**config.mk**
```make
export PLATFORM = sky130hd
export DESIGN_NAME = button_counter
export DESIGN_NICKNAME = d
export VERILOG_FILES = /design/src/rtl/button_counter.sv
export SDC_FILE = /design/constraint.sdc
export NUM_CORES = 1
export LEC_CHECK = 0
export BUFFER_PORTS_ARGS = -buffer_cell sky130_fd_sc_hd__buf_2
export CORE_MARGIN = 2
export CORE_UTILIZATION = 50
export DETAILED_ROUTE_END_ITERATION = 6
export MAX_ROUTING_LAYER = met4
export PLACE_DENSITY = 0.74
export SLEW_MARGIN = 30
export SYNTH_ARGS = -nofsm -noshare
export SYNTH_HDL_FRONTEND = slang
export SYNTH_SLANG_ARGS = --single-unit
export TNS_END_PERCENT = 100
```
**constraint.sdc**
```tcl
create_clock -name clk -period 4.65 [get_ports clk]
set_clock_uncertainty 0.1 [all_clocks]
set_input_delay 0.465 -clock clk [delete_from_list [all_inputs] [get_ports clk]]
set_output_delay 0.465 -clock clk [all_outputs]
set_load 0.02 [all_outputs]
```
**src/rtl/button_counter.sv**
```systemverilog
// button_counter: counts debounced button presses as a 4-digit packed-BCD value.
// Optional debounce filter between synchronizer and edge detect, enabled by `define DEBOUNCE_EN.
module button_counter #(
    parameter int DEBOUNCE_CYCLES = 4
) (
    input  logic        clk,
    input  logic        reset,
    input  logic        button,
    input  logic        enable,
    output logic [15:0] digits
);
    logic s1, s2, lvl, prev, pulse, carry;
    logic [15:0] next_digits;

    always_ff @(posedge clk or posedge reset)
        if (reset) begin
            s1 <= 1'b0;
            s2 <= 1'b0;
        end else begin
            s1 <= button;
            s2 <= s1;
        end

`ifdef DEBOUNCE_EN
    // cnt counts clks that s2 has differed from lvl; any bounce back clears it
    logic [15:0] cnt;
    always_ff @(posedge clk or posedge reset)
        if (reset) begin
            lvl <= 1'b0;
            cnt <= '0;
        end else if (s2 == lvl)
            cnt <= '0;
        else if (cnt == 16'(DEBOUNCE_CYCLES)) begin
            lvl <= s2;
            cnt <= '0;
        end else
            cnt <= cnt + 16'd1;
`else
    always_ff @(posedge clk or posedge reset)
        if (reset) lvl <= 1'b0;
        else lvl <= s2;
`endif

    always_ff @(posedge clk or posedge reset)
        if (reset) prev <= 1'b0;
        else prev <= lvl;

    assign pulse = lvl & ~prev;

    always_comb begin
        carry = 1'b1;
        next_digits = digits;
        for (int i = 0; i < 4; i++) begin
            next_digits[4*i +: 4] = carry ? (digits[4*i +: 4] == 4'd9 ? 4'd0 : digits[4*i +: 4] + 4'd1)
                                          : digits[4*i +: 4];
            carry = carry & (digits[4*i +: 4] == 4'd9);
        end
    end

    always_ff @(posedge clk or posedge reset)
        if (reset) digits <= 16'h0000;
        else if (pulse & enable) digits <= next_digits;
endmodule

```
# Word-level counts from Yosys, hierarchy flattened
# Index checks and enable logic that the tools add are counted.
[classes] addsub=4 eq_ne=4 bitwise_logic=5 mux=4 reduce_logical=3
[ops] cell="$add A4 B1 Y4 const B" n=4
[ops] cell="$eq A4 B4 Y1 const B" n=4
[ops] cell="$mux W4" n=4
[ops] cell="$reduce_and A2 Y1" n=3
[ops] cell="$and A1 B1 Y1" n=4
[ops] cell="$not A1 Y1" n=1
[totals] word_cells=28 input_bits=4 ff_bits=20

# Logic depth before layout (Yosys ltp)
# Gate-level depths: netlist of the first run.
[logic_depth] word_depth=4 ltp_mapped=6 ltp_nobuf=4

# Least setup slack after synthesis of the first run
# OpenSTA, ideal clock, no wires.
[synth_timing] path_kind="flip-flop to flip-flop" start="register digits[0]" end="register digits[11]" t_arrival_ps=1493 t_required_ps=4429 path_slack_ps=2936 stages_incl_launch_ff=7 path_buffers=2 setup_time_ps=121 path_cell_list="dfrtp_1 > and4b_1 > buf_6 > and4_4 > buf_6 > a31o_1 > a22o_1"
[synth_between] elab_chain_len=3
[synth_lines] element="start: declaration" line="10" text="output logic [15:0] digits"
[synth_lines] element="start signal: assignment" line="62" text="else if (pulse & enable) digits <= next_digits;"
[synth_lines] element="$eq A4 B4 Y1" line="56" text="carry = carry & (digits[4*i +: 4] == 4'd9);"
[synth_lines] element="$and A1 B1 Y1" line="56"
[synth_lines] element="$reduce_and A2 Y1 (no line)"
# Every way passes these cells.
# A chain may end at the register's enable or synchronous reset.

# Worst setup path after layout of the first run
[layout_timing] start="register digits[5]" end="register digits[13]"
[layout_between] elab_chain_len=4
[layout_lines] element="$eq A4 B4 Y1" line="56"
[layout_lines] element="$and A1 B1 Y1 (2 in series)" line="56"
[layout_lines] element="$reduce_and A2 Y1 (no line)"
# Every way passes these cells.

==> results of run 1 <==
power groups by stage:
stage          registers, mW  clock network, mW  logic [mW]
2_1_floorplan          0.261                  0      0.0556
3_3_place_gp           0.235                  0       0.115
6_report               0.233              0.100       0.116
5_1_grt                0.239              0.111       0.127
4_1_cts                0.233              0.100       0.118
3_5_place_dp           0.236                  0       0.117
registers in the layout, indices dropped and copies added, names as in the netlist:
signal and flops:
s2 1, lvl 1, s1 1, prev 1
digits 16
cell usage in the layout, fill, tap and decap left out:
master and n:
a22o_1 2, nand2_1 6, a31o_1 1, nand4_1 1, and2b_1 1, or3_1 1, xor2_1 2, nor3b_2 1
o21ai_1 1, xnor2_1 7, mux2_2 3, nand2b_1 1, o21ai_0 2, nor2_1 5, o211ai_1 1, and3_1 1
a21oi_1 2, and4b_1 1, nand3b_1 1, nand3_1 2, clkbuf_8 1, and4_4 1, clkbuf_4 3, buf_2 19
dfrtp_1 20, nor4bb_1 2, inv_1 5, a221o_1 1, nor2b_1 2, mux2_4 1, nor3b_1 2, a21o_2 1
and3_2 1
routing by layer:
metal	global-route usage [%]	vias up	part of all wire (%)
met1	20.8	308	49
met2	24.7	18	45
met5	-	-	0
met3	3.46	2	4.4
li1	-	316	-
met4	6.67	0	1.2
kinds of logic after synthesis:
| family | after synthesis |
|---|---|
| AOI/OAI and AO/OA | 11 |
| xor gates and xnor gates | 9 |
| buffers and inverters | 7 |
| DFF | 20 |
| muxes | 4 |
| and+or+nand+nor | 29 |
layout make-up:
| class | count | area [sq um] | area share, % |
|---|---|---|---|
| flip-flops and latches | 20 | 500 | 46.9 |
| multi-input cells | 53 | 385 | 36.1 |
| repair buffers | 19 | 95.1 | 8.91 |
| well taps | 25 | 31.3 | 2.93 |
| clock buffers | 4 | 36.3 | 3.40 |
| inverters | 5 | 18.8 | 1.76 |
worst min-delay path by stage:
stage	depth (start not counted)	endpoint	slack, ps
after detailed placement	0	s2	230
after floorplan	0	lvl	230
after CTS	1	s1	160
after global placement	0	s2	240
after global routing	1	s1	150
final	2	digits[2]	160
metrics by stage:
step,util (%),setup WS [ps]
after global routing,61.8,2680
after global placement,59.7,2810
after detailed placement,59.7,2760
final,61.8,2870
after floorplan,-,2940
after CTS,61.8,2860
==> flow_summary_export.csv, run 1 <==
group,metric,value,unit
outcome,status,"complete, no violations",
cts,cts.sink_count,20,
yosys,synth_xor_area_share,8.50,%
final_layout,diodes,0,
yosys,synthTopCellsByCount,"dfrtp_1, xnor2_1, nand2_1",
die,initial_core_util,53.7,%
timing,timing.final.hold_violations,0,
final_layout,flow.area_growth_from_synthesis,15.1,%
critical_path,critical_path_cell_count,4,
pwr,power.net_switching,0.150,mW
critical_path,r2r_end,"digits[13]",
critical_path,crit_chain,"nor4bb_1 > nand4_1 > nor2_1 > mux2_2",
yosys,ys_dominant_reg_cell,"dfrtp_1",
timing,slew_viol_final,0,
die,ioPinCount,20,
yosys,synth-edff-count,0,
job,max_cap_violations,0,
cts,cts.path.max_buffers,2,
pwr,power_frac_seq,51.8,%
pwr,pwr_density_cell,421,nW/um^2
critical_path,worstSetupPathType,"register to register",
cts,clock_tree_from_tritoncts,"done",
cts,cts_hold_repair.buffers,0,
yosys,synth_warnings,0,
pwr,power.static_leakage,0.511,nW
place,dp_hpwl,1.10,mm
critical_path,critical_path_launch_point_type,"register",
cts,cts_resized,0,
yosys,synth-compound-area-share,8.37,%
final_layout,fillCellCount,153,
grt,grt_first_pass_wirelength,2.42,mm
yosys,postSynth.asyncResetShare,100,%
timing,minimum_hold_slack,161,ps
cts,clock_tree_root_driver_cell,"clkbuf_4",
cts,htree_num_levels,1,
timing,fmax,562,MHz
die,rows,15,
grt,antenna_found_initial,0,
cts,postCtsSetupBuffers,0,
critical_path,r2r_setup_slack,2870,ps
drt,detail_route.iter0.violations,6,
pwr,share_clk_of_total_power,22.3,%
timing,worst_rel_slew_slack,51.9,%
final_layout,fin_nets,106,
yosys,yosys.area.top_type,"dfrtp_1",
yosys,post_synth.cell_area_avg,11.6,sq um
critical_path,critical-path-slowest-cell,"dfrtp_1",
drt,wl_per_cell,11.8,um
final_layout,post_route_cells_drive_above_1_share,30.7,%
yosys,post_synth_fa_ha_maj_area_fraction,0,%
critical_path,worst_ep_arrival_time,1870,ps
pwr,swShare,33.5,%
yosys,syn_inst,80,
timing,fin_setup_tns,0,ps
yosys,synth.most_common_cell,"dfrtp_1",
timing,period_share,38.2,%
min_path,worst_hold_class,"input port to asynchronous set/reset pin",
timing,final_critical_period,1780,ps
final_layout,postLayoutCellArea,1070,sq um
timing,rsz0062_at_grt,"no",
yosys,main_combinational_cell_family_by_area_after_synthesis,"simple AND/OR/NAND/NOR gates",
critical_path,cell_family_contributing_the_most_delay_on_the_critical_path,"simple AND/OR/NAND/NOR gates",
pwr,worst_ir_drop_vdd,0.234,mV
yosys,synth_largest_type_area_fraction,54.0,%
yosys,yosys.cell_types.count,31,
die,floorplan.die.width,47.1,um
yosys,synthesis.nets,84,
drt,number_of_nets_with_antenna_violations_after_routing,0,
critical_path,slowest_cell_delay_on_critical_path,470,ps
die,die_height,47.1,um
critical_path,critical_path_buf_inv_count,0,
critical_path,endpoint_kind,"register",
drt,post-route-drc-count,0,
drt,routed_via_count,644,
yosys,synth_seq_area_share,54.0,%
yosys,synth_seq_cells,20,
critical_path,worst_r2r_path_depth,4,
pwr,total_power,0.449,mW
cts,clk_pin_slew,110,ps
drt,drt-vias-per-instance,5.11,
die,die_area,2210,sq um
yosys,synth_simple_gate_area_share,19.4,%
critical_path,worst_setup_path_startpoint,"digits[5]",
place,postPlaceCellArea,1030,sq um
cts,cts_inserted_buffers,3,
pwr,power_report.internal_total,0.299,mW
yosys,dominant_cells_by_area_after_synthesis,"dfrtp_1, xnor2_1, mux2_2, buf_6, nand2_1",
critical_path,timing.rr.start,"digits[5]",
grt,global_route.overflow_total,0,
yosys,synth_mux_area_share,5.26,%
critical_path,crit_end,"digits[13]",
cts,worstSkewPairLatency,300,ps
drt,drt_pre_antenna_iters,4,
timing,setup_viol,0,
place,placedCellCount,122,
grt,overall_global_routing_usage,16.2,%
timing,worst_pin_slew,720,ps
critical_path,path_max_fanout,9,
critical_path,required,4740,ps
grt,grt_pass1_vias,574,
grt,grt_max_degree,21,
die,placeableCoreArea,1730,sq um
place,gp_congestion,0.760,
pwr,power_frac_comb,25.9,%
yosys,netlist_area,927,sq um
drt,drt-total-wl,1.49,mm
final_layout,layout.cells.non_filler,126,
place,placement.io_buffers,19,
Note: power is estimated with default switching activity, not from simulation.
==> inputs of run 2 (changes only) <==
Settings changed: ABC_AREA set to 1, PLACE_DENSITY 0.74 to 0.73.
Clock period 4.65 ns to 1.7 ns, I/O delays scaled along.
==> run 2 against run 1 <==
Effect of this change: power rose to 3.8 times the previous value; global-route usage is 1.3 points higher; clock power rose to 3.9 times the previous value; cell count up 47%; sequential cell count is the same; register-to-register slack worse by 2500 ps; non-clock buffer count increased by 3; critical path type unchanged; largest power group unchanged.
==> flow_summary_export.csv, run 2 <==
group,metric,value,unit
drt,post-route-drc-count,0,
final_layout,flow.area_growth_from_synthesis,18.5,%
critical_path,r2r_end,"digits[13]",
grt,grt_first_pass_wirelength,3.32,mm
critical_path,worstSetupPathType,"register to register",
die,die_area,2610,sq um
die,rows,17,
yosys,synth_warnings,0,
yosys,yosys.area.top_type,"dfrtp_1",
drt,routed_via_count,938,
critical_path,required,1850,ps
timing,period_share,78.2,%
cts,worstSkewPairLatency,310,ps
timing,fmax,752,MHz
critical_path,crit_chain,"inv_2 > nand2_1 > nor2_2 > nand2_1 > nor2_1 > nand3_1 > nand2_1",
grt,grt_pass1_vias,825,
yosys,syn_inst,132,
timing,worst_rel_slew_slack,83.1,%
cts,cts_inserted_buffers,3,
yosys,synth_seq_area_share,45.1,%
critical_path,critical-path-slowest-cell,"dfrtp_1",
yosys,netlist_area,1110,sq um
critical_path,slowest_cell_delay_on_critical_path,450,ps
place,placement.io_buffers,19,
grt,antenna_found_initial,0,
drt,drt-vias-per-instance,5.07,
yosys,synth_largest_type_area_fraction,45.1,%
job,max_cap_violations,0,
critical_path,worst_ep_arrival_time,1480,ps
place,placedCellCount,179,
cts,clock_tree_from_tritoncts,"done",
yosys,ys_dominant_reg_cell,"dfrtp_1",
die,ioPinCount,20,
cts,postCtsSetupBuffers,0,
final_layout,fillCellCount,188,
outcome,status,"complete, no violations",
critical_path,worst_r2r_path_depth,7,
place,gp_congestion,0.786,
drt,number_of_nets_with_antenna_violations_after_routing,0,
critical_path,critical_path_launch_point_type,"register",
final_layout,layout.cells.non_filler,185,
cts,cts_hold_repair.buffers,2,
pwr,pwr_density_cell,1290,nW/um^2
yosys,yosys.cell_types.count,20,
critical_path,path_max_fanout,4,
cts,cts.path.max_buffers,2,
yosys,dominant_cells_by_area_after_synthesis,"dfrtp_1, nand2_1, nand3_1, nor2_4, inv_1",
critical_path,critPathMostFrequentCell,"nand2_1",
place,dp_hpwl,1.53,mm
drt,drt_pre_antenna_iters,4,
grt,grt_max_degree,21,
yosys,post_synth.cell_area_avg,8.40,sq um
drt,wl_per_cell,10.8,um
final_layout,largest_register,"digits",
critical_path,critical_path_buf_inv_count,1,
critical_path,endpoint_kind,"register",
yosys,postSynth.asyncResetShare,100,%
critical_path,r2r_setup_slack,370,ps
critical_path,worst_setup_path_startpoint,"digits[2]",
timing,setup_viol,0,
die,floorplan.die.width,51.1,um
final_layout,post_route_cells_drive_above_1_share,31.2,%
die,placeableCoreArea,2150,sq um
pwr,power.static_leakage,0.671,nW
cts,cts.sink_count,20,
final_layout,largest_register_ffs,16,
final_layout,highest_count_cells_in_the_layout_ignoring_fill_and_taps,"nand2_1, dfrtp_1, buf_2",
cts,htree_num_levels,1,
die,initial_core_util,51.6,%
final_layout,leading_cell_type_in_the_layout_fill_and_taps_excluded,"nand2_1",
yosys,synth.most_common_cell,"nand2_1",
cts,clk_pin_slew,120,ps
drt,drt-total-wl,2.00,mm
timing,timing.final.hold_violations,0,
drt,detail_route.iter0.violations,4,
final_layout,fin_nets,162,
timing,final_critical_period,1330,ps
die,die_height,51.1,um
timing,fin_setup_tns,0,ps
min_path,worst_hold_path.num_cells,4,
yosys,synthTopCellsByCount,"nand2_1, dfrtp_1, nand3_1",
min_path,worst_hold_startpoint,"enable",
grt,global_route.overflow_total,0,
timing,slew_viol_final,0,
critical_path,cell_family_contributing_the_most_delay_on_the_critical_path,"simple AND/OR/NAND/NOR gates",
yosys,synth_seq_cells,20,
timing,rsz0062_at_grt,"no",
timing,worst_pin_slew,254,ps
cts,clock_tree_root_driver_cell,"clkbuf_4",
yosys,synth-edff-count,0,
yosys,synthesis.nets,136,
min_path,worst_hold_class,"input port to register",
pwr,worst_ir_drop_vdd,0.924,mV
cts,cts_resized,0,
min_path,end_of_the_worst_hold_path,"digits[0]",
final_layout,diodes,0,
critical_path,timing.rr.start,"digits[2]",
grt,overall_global_routing_usage,17.5,%
==> run 2: changes by cell type after synthesis, moves of 4 or more <==
cell     change
nand2_1     +24
inv_2        +7
xnor2_1      -7
inv_1        +6
nor2_1       +4
nor2_4       +4
nor2_2       +4
o21ai_1      +6
nand3_1     +12
==> run 2: logic make-up (layout without fill, tap and decap cells) <==
| group | count (synthesis) | in the layout | share of synthesized area (%) |
|---|---|---|---|
| simple gates | 74 | 74 | 38.6 |
| compound gates | 16 | 16 | 7.34 |
| buf+inv | 19 | 44 | 6.55 |
| xor+xnor | 3 | 3 | 2.37 |
| flops | 20 | 20 | 45.1 |
==> run 2: stage by stage <==
step / instance area, sq um / worst slack, ps / hold slack, ps / utilization, % / power, mW
5_1_grt: 1310 / 242 / 174 / 61.2 / 1.81
6_report: 1310 / 371 / 152 / 61.2 / 1.70
3_5_place_dp: 1240 / 407 / 111 / 57.8 / 1.32
3_3_place_gp: 1240 / 445 / 101 / 57.8 / 1.30
2_1_floorplan: 1110 / 382 / 33.8 / - / 1.15
4_1_cts: 1310 / 363 / 149 / 61.2 / 1.72
==> run 2: worst reg2reg max path, cell delays in order (launching register included) <==
cell and delay, ps:
dfrtp_1 450, inv_2 80, nand2_1 80, nor2_2 190, nand2_1 80, nor2_1 140
nand3_1 100, nand2_1 70
==> run 2: cell type report <==
class | instances | area [sq um] | area share (%)
clock inverters | 1 | 30.0 | 2.29
flip-flops and latches | 20 | 500 | 38.1
clock buffers | 3 | 22.5 | 1.71
repair buffers | 22 | 123 | 9.33
inverters | 18 | 67.6 | 5.14
multi-input cells | 93 | 536 | 40.8
well taps | 28 | 35.0 | 2.67
==> run 2: report_power, final <==
part,internal [mW],switching [mW]
combinational,0.205,0.397
sequential,0.570,0.136
clock,0.238,0.155
==> run 2: per-layer routing <==
layer | vias up | track usage (%) | share of wire, % | wire length, um
li1 | 469 | - | - | -
met1 | 447 | 18.5 | 45 | 892
met2 | 18 | 32.5 | 51 | 1020
met3 | 4 | 2.63 | 3.2 | 65
met4 | 0 | 6.76 | 1.4 | 29
met5 | - | - | 0 | 0
==> run 2: worst max path at each step <==
stage,endpoint,slack (ps),cells past startpoint
after global placement,digits[8],440,6
after CTS,digits[12],360,7
after floorplan,digits[8],380,6
final,digits[13],370,7
after detailed placement,digits[12],410,7
after global routing,digits[13],240,7
==> inputs of run 3 (changes only) <==
Settings changed: CORE_UTILIZATION 50 to 48.
Clock period 1.7 ns to 1.15 ns, I/O delays scaled along.
==> run 3 against run 2 <==
Effect of this change: the run now ends with setup timing left; combinational power grew to 3.2 times the previous value; largest power group is now combinational cells; critical path depth unchanged; first-iteration DRC count grew to 5.3 times the previous value; global-route usage grew 5.9 points.
==> flow_summary_export.csv, run 3 (same netlist as run 2, synthesis figures left out) <==
group,metric,value,unit
outcome,status,"finished, violations left",
outcome,failed_checks,"setup timing",
critical_path,r2r_setup_slack,-170,ps
grt,grt_max_degree,21,
grt,global_route.overflow_total,0,
pwr,pwr_density_cell,1880,nW/um^2
cts,clock_tree_root_driver_cell,"clkbuf_4",
die,floorplan.die.width,52.1,um
timing,slew_viol_final,0,
die,placeableCoreArea,2190,sq um
timing,fmax,760,MHz
drt,drt-vias-per-instance,4.97,
timing,worst_rel_slew_slack,82.6,%
cts,htree_num_levels,1,
place,gp_congestion,0.814,
final_layout,layout.cells.non_filler,223,
pwr,worst_ir_drop_vdd,1.62,mV
final_layout,highest_count_cells_in_the_layout_ignoring_fill_and_taps,"buf_6, nand2_1, buf_4",
cts,clk_pin_slew,110,ps
critical_path,worst_r2r_path_depth,7,
final_layout,fillCellCount,125,
critical_path,worst_ep_arrival_time,1450,ps
final_layout,final_util,82.4,%
critical_path,endpoint_kind,"register",
final_layout,largest_register,"digits",
place,placedCellCount,199,
cts,cts_inserted_buffers,3,
critical_path,timing.rr.start,"digits[2]",
grt,overall_global_routing_usage,23.3,%
min_path,worst_hold_path.num_cells,5,
timing,minimum_hold_slack,169,ps
timing,setup_ws,-165,ps
final_layout,fin_nets,200,
min_path,worst_hold_startpoint,"enable",
critical_path,worstSetupPathType,"register to register",
place,dp_hpwl,1.77,mm
timing,period_share,114,%
final_layout,post_route_cells_drive_above_1_share,58.5,%
drt,drt_pre_antenna_iters,4,
die,ioPinCount,20,
drt,wl_per_cell,13.2,um
cts,cts.sink_count,20,
drt,routed_via_count,1109,
grt,grt_pass1_vias,1052,
min_path,worst_hold_class,"input port to register",
timing,timing.final.hold_violations,0,
final_layout,largest_register_ffs,16,
place,placement.io_buffers,19,
final_layout,leading_cell_type_in_the_layout_fill_and_taps_excluded,"buf_6",
timing,worst_pin_slew,261,ps
final_layout,diodes,0,
die,die_height,52.1,um
drt,number_of_nets_with_antenna_violations_after_routing,0,
cts,cts.path.max_buffers,2,
critical_path,required,1290,ps
place,pre_cts_ws,-93.1,ps
cts,worstSkewPairLatency,290,ps
grt,grt_first_pass_wirelength,4.55,mm
timing,rsz0062_at_grt,"yes",
pwr,power.static_leakage,0.894,nW
cts,clock_tree_from_tritoncts,"done",
job,max_cap_violations,0,
drt,post-route-drc-count,0,
final_layout,flow.area_growth_from_synthesis,62.9,%
min_path,end_of_the_worst_hold_path,"digits[6]",
grt,antenna_found_initial,0,
die,rows,17,
critical_path,critical_path_launch_point_type,"register",
critical_path,path_max_fanout,3,
drt,drt-total-wl,2.95,mm
critical_path,r2r_end,"digits[13]",
die,initial_core_util,50.6,%
timing,final_critical_period,1320,ps
drt,detail_route.iter0.violations,21,
die,die_area,2710,sq um
timing,setup_viol,25,
run 3: cell types whose count changed in the layout (fill, tap and decap cells not counted), moves of 6 or more:
cell,change
buf_6,+29
buf_4,+23
buf_2,-14
dfrtp_1,-12
dfrtp_2,+12
nand2_1,-6
run 3: metrics by stage:
stage	power, mW	cell area [sq um]	TNS, ps
2_1_floorplan	1.76	1130	-567
3_3_place_gp	2.27	1410	-477
3_5_place_dp	2.31	1410	-688
4_1_cts	3.14	1690	-1400
5_1_grt	3.61	1810	-3010
6_report	3.39	1810	-1490
run 3: how the worst max path moves through the flow:
stage	slack [ps]	startpoint	cells after the start	endpoint
after floorplan	-80	digits[0]	6	digits[8]
after global placement	-80	prev	4	digits[8]
after detailed placement	-90	digits[9]	6	digits[13]
after CTS	-110	digits[0]	6	digits[8]
after global routing	-240	digits[2]	7	digits[13]
final	-170	digits[2]	7	digits[13]
run 3: final cells by class:
cell class	count	area (sq um)	share of cell area, %
clock buffer	4	36.3	2.01
inverter	18	67.6	3.74
multi-input combinational	93	599	33.2
sequential	20	515	28.6
tap	28	35.0	1.94
timing repair buffer	60	552	30.6
run 3: worst max-delay path, stage by stage (launching register included):
cell,delay (ps)
dfrtp_2,460
inv_2,100
nand2_4,60
nor2_4,130
nand2_1,80
nor2_2,140
nand3_1,120
nand2_1,80
run 3: what timing repair did:
| item | CTS | global route |
|---|---|---|
| pin swaps | 9 | 12 |
| setup buffers | 12 | 6 |
| endpoints found under the setup margin | 26 | 32 |
| hold endpoints to repair | 21 | 0 |
| resized for setup | 41 | 23 |
| cloned | 0 | 0 |
| hold buffers | 2 | 0 |
run 3: per-layer routing:
layer	global-route usage, %	vias up	wire length [um]
met4	6.58	0	44
met2	44.7	18	1620
li1	-	551	-
met1	25.6	533	1200
met3	1.72	7	80
met5	-	-	0
run 3: power by group:
part | internal [mW] | switching, mW
Clock | 0.193 | 0.199
Combinational | 1.01 | 0.929
Sequential | 0.870 | 0.197
Total | 2.07 | 1.32
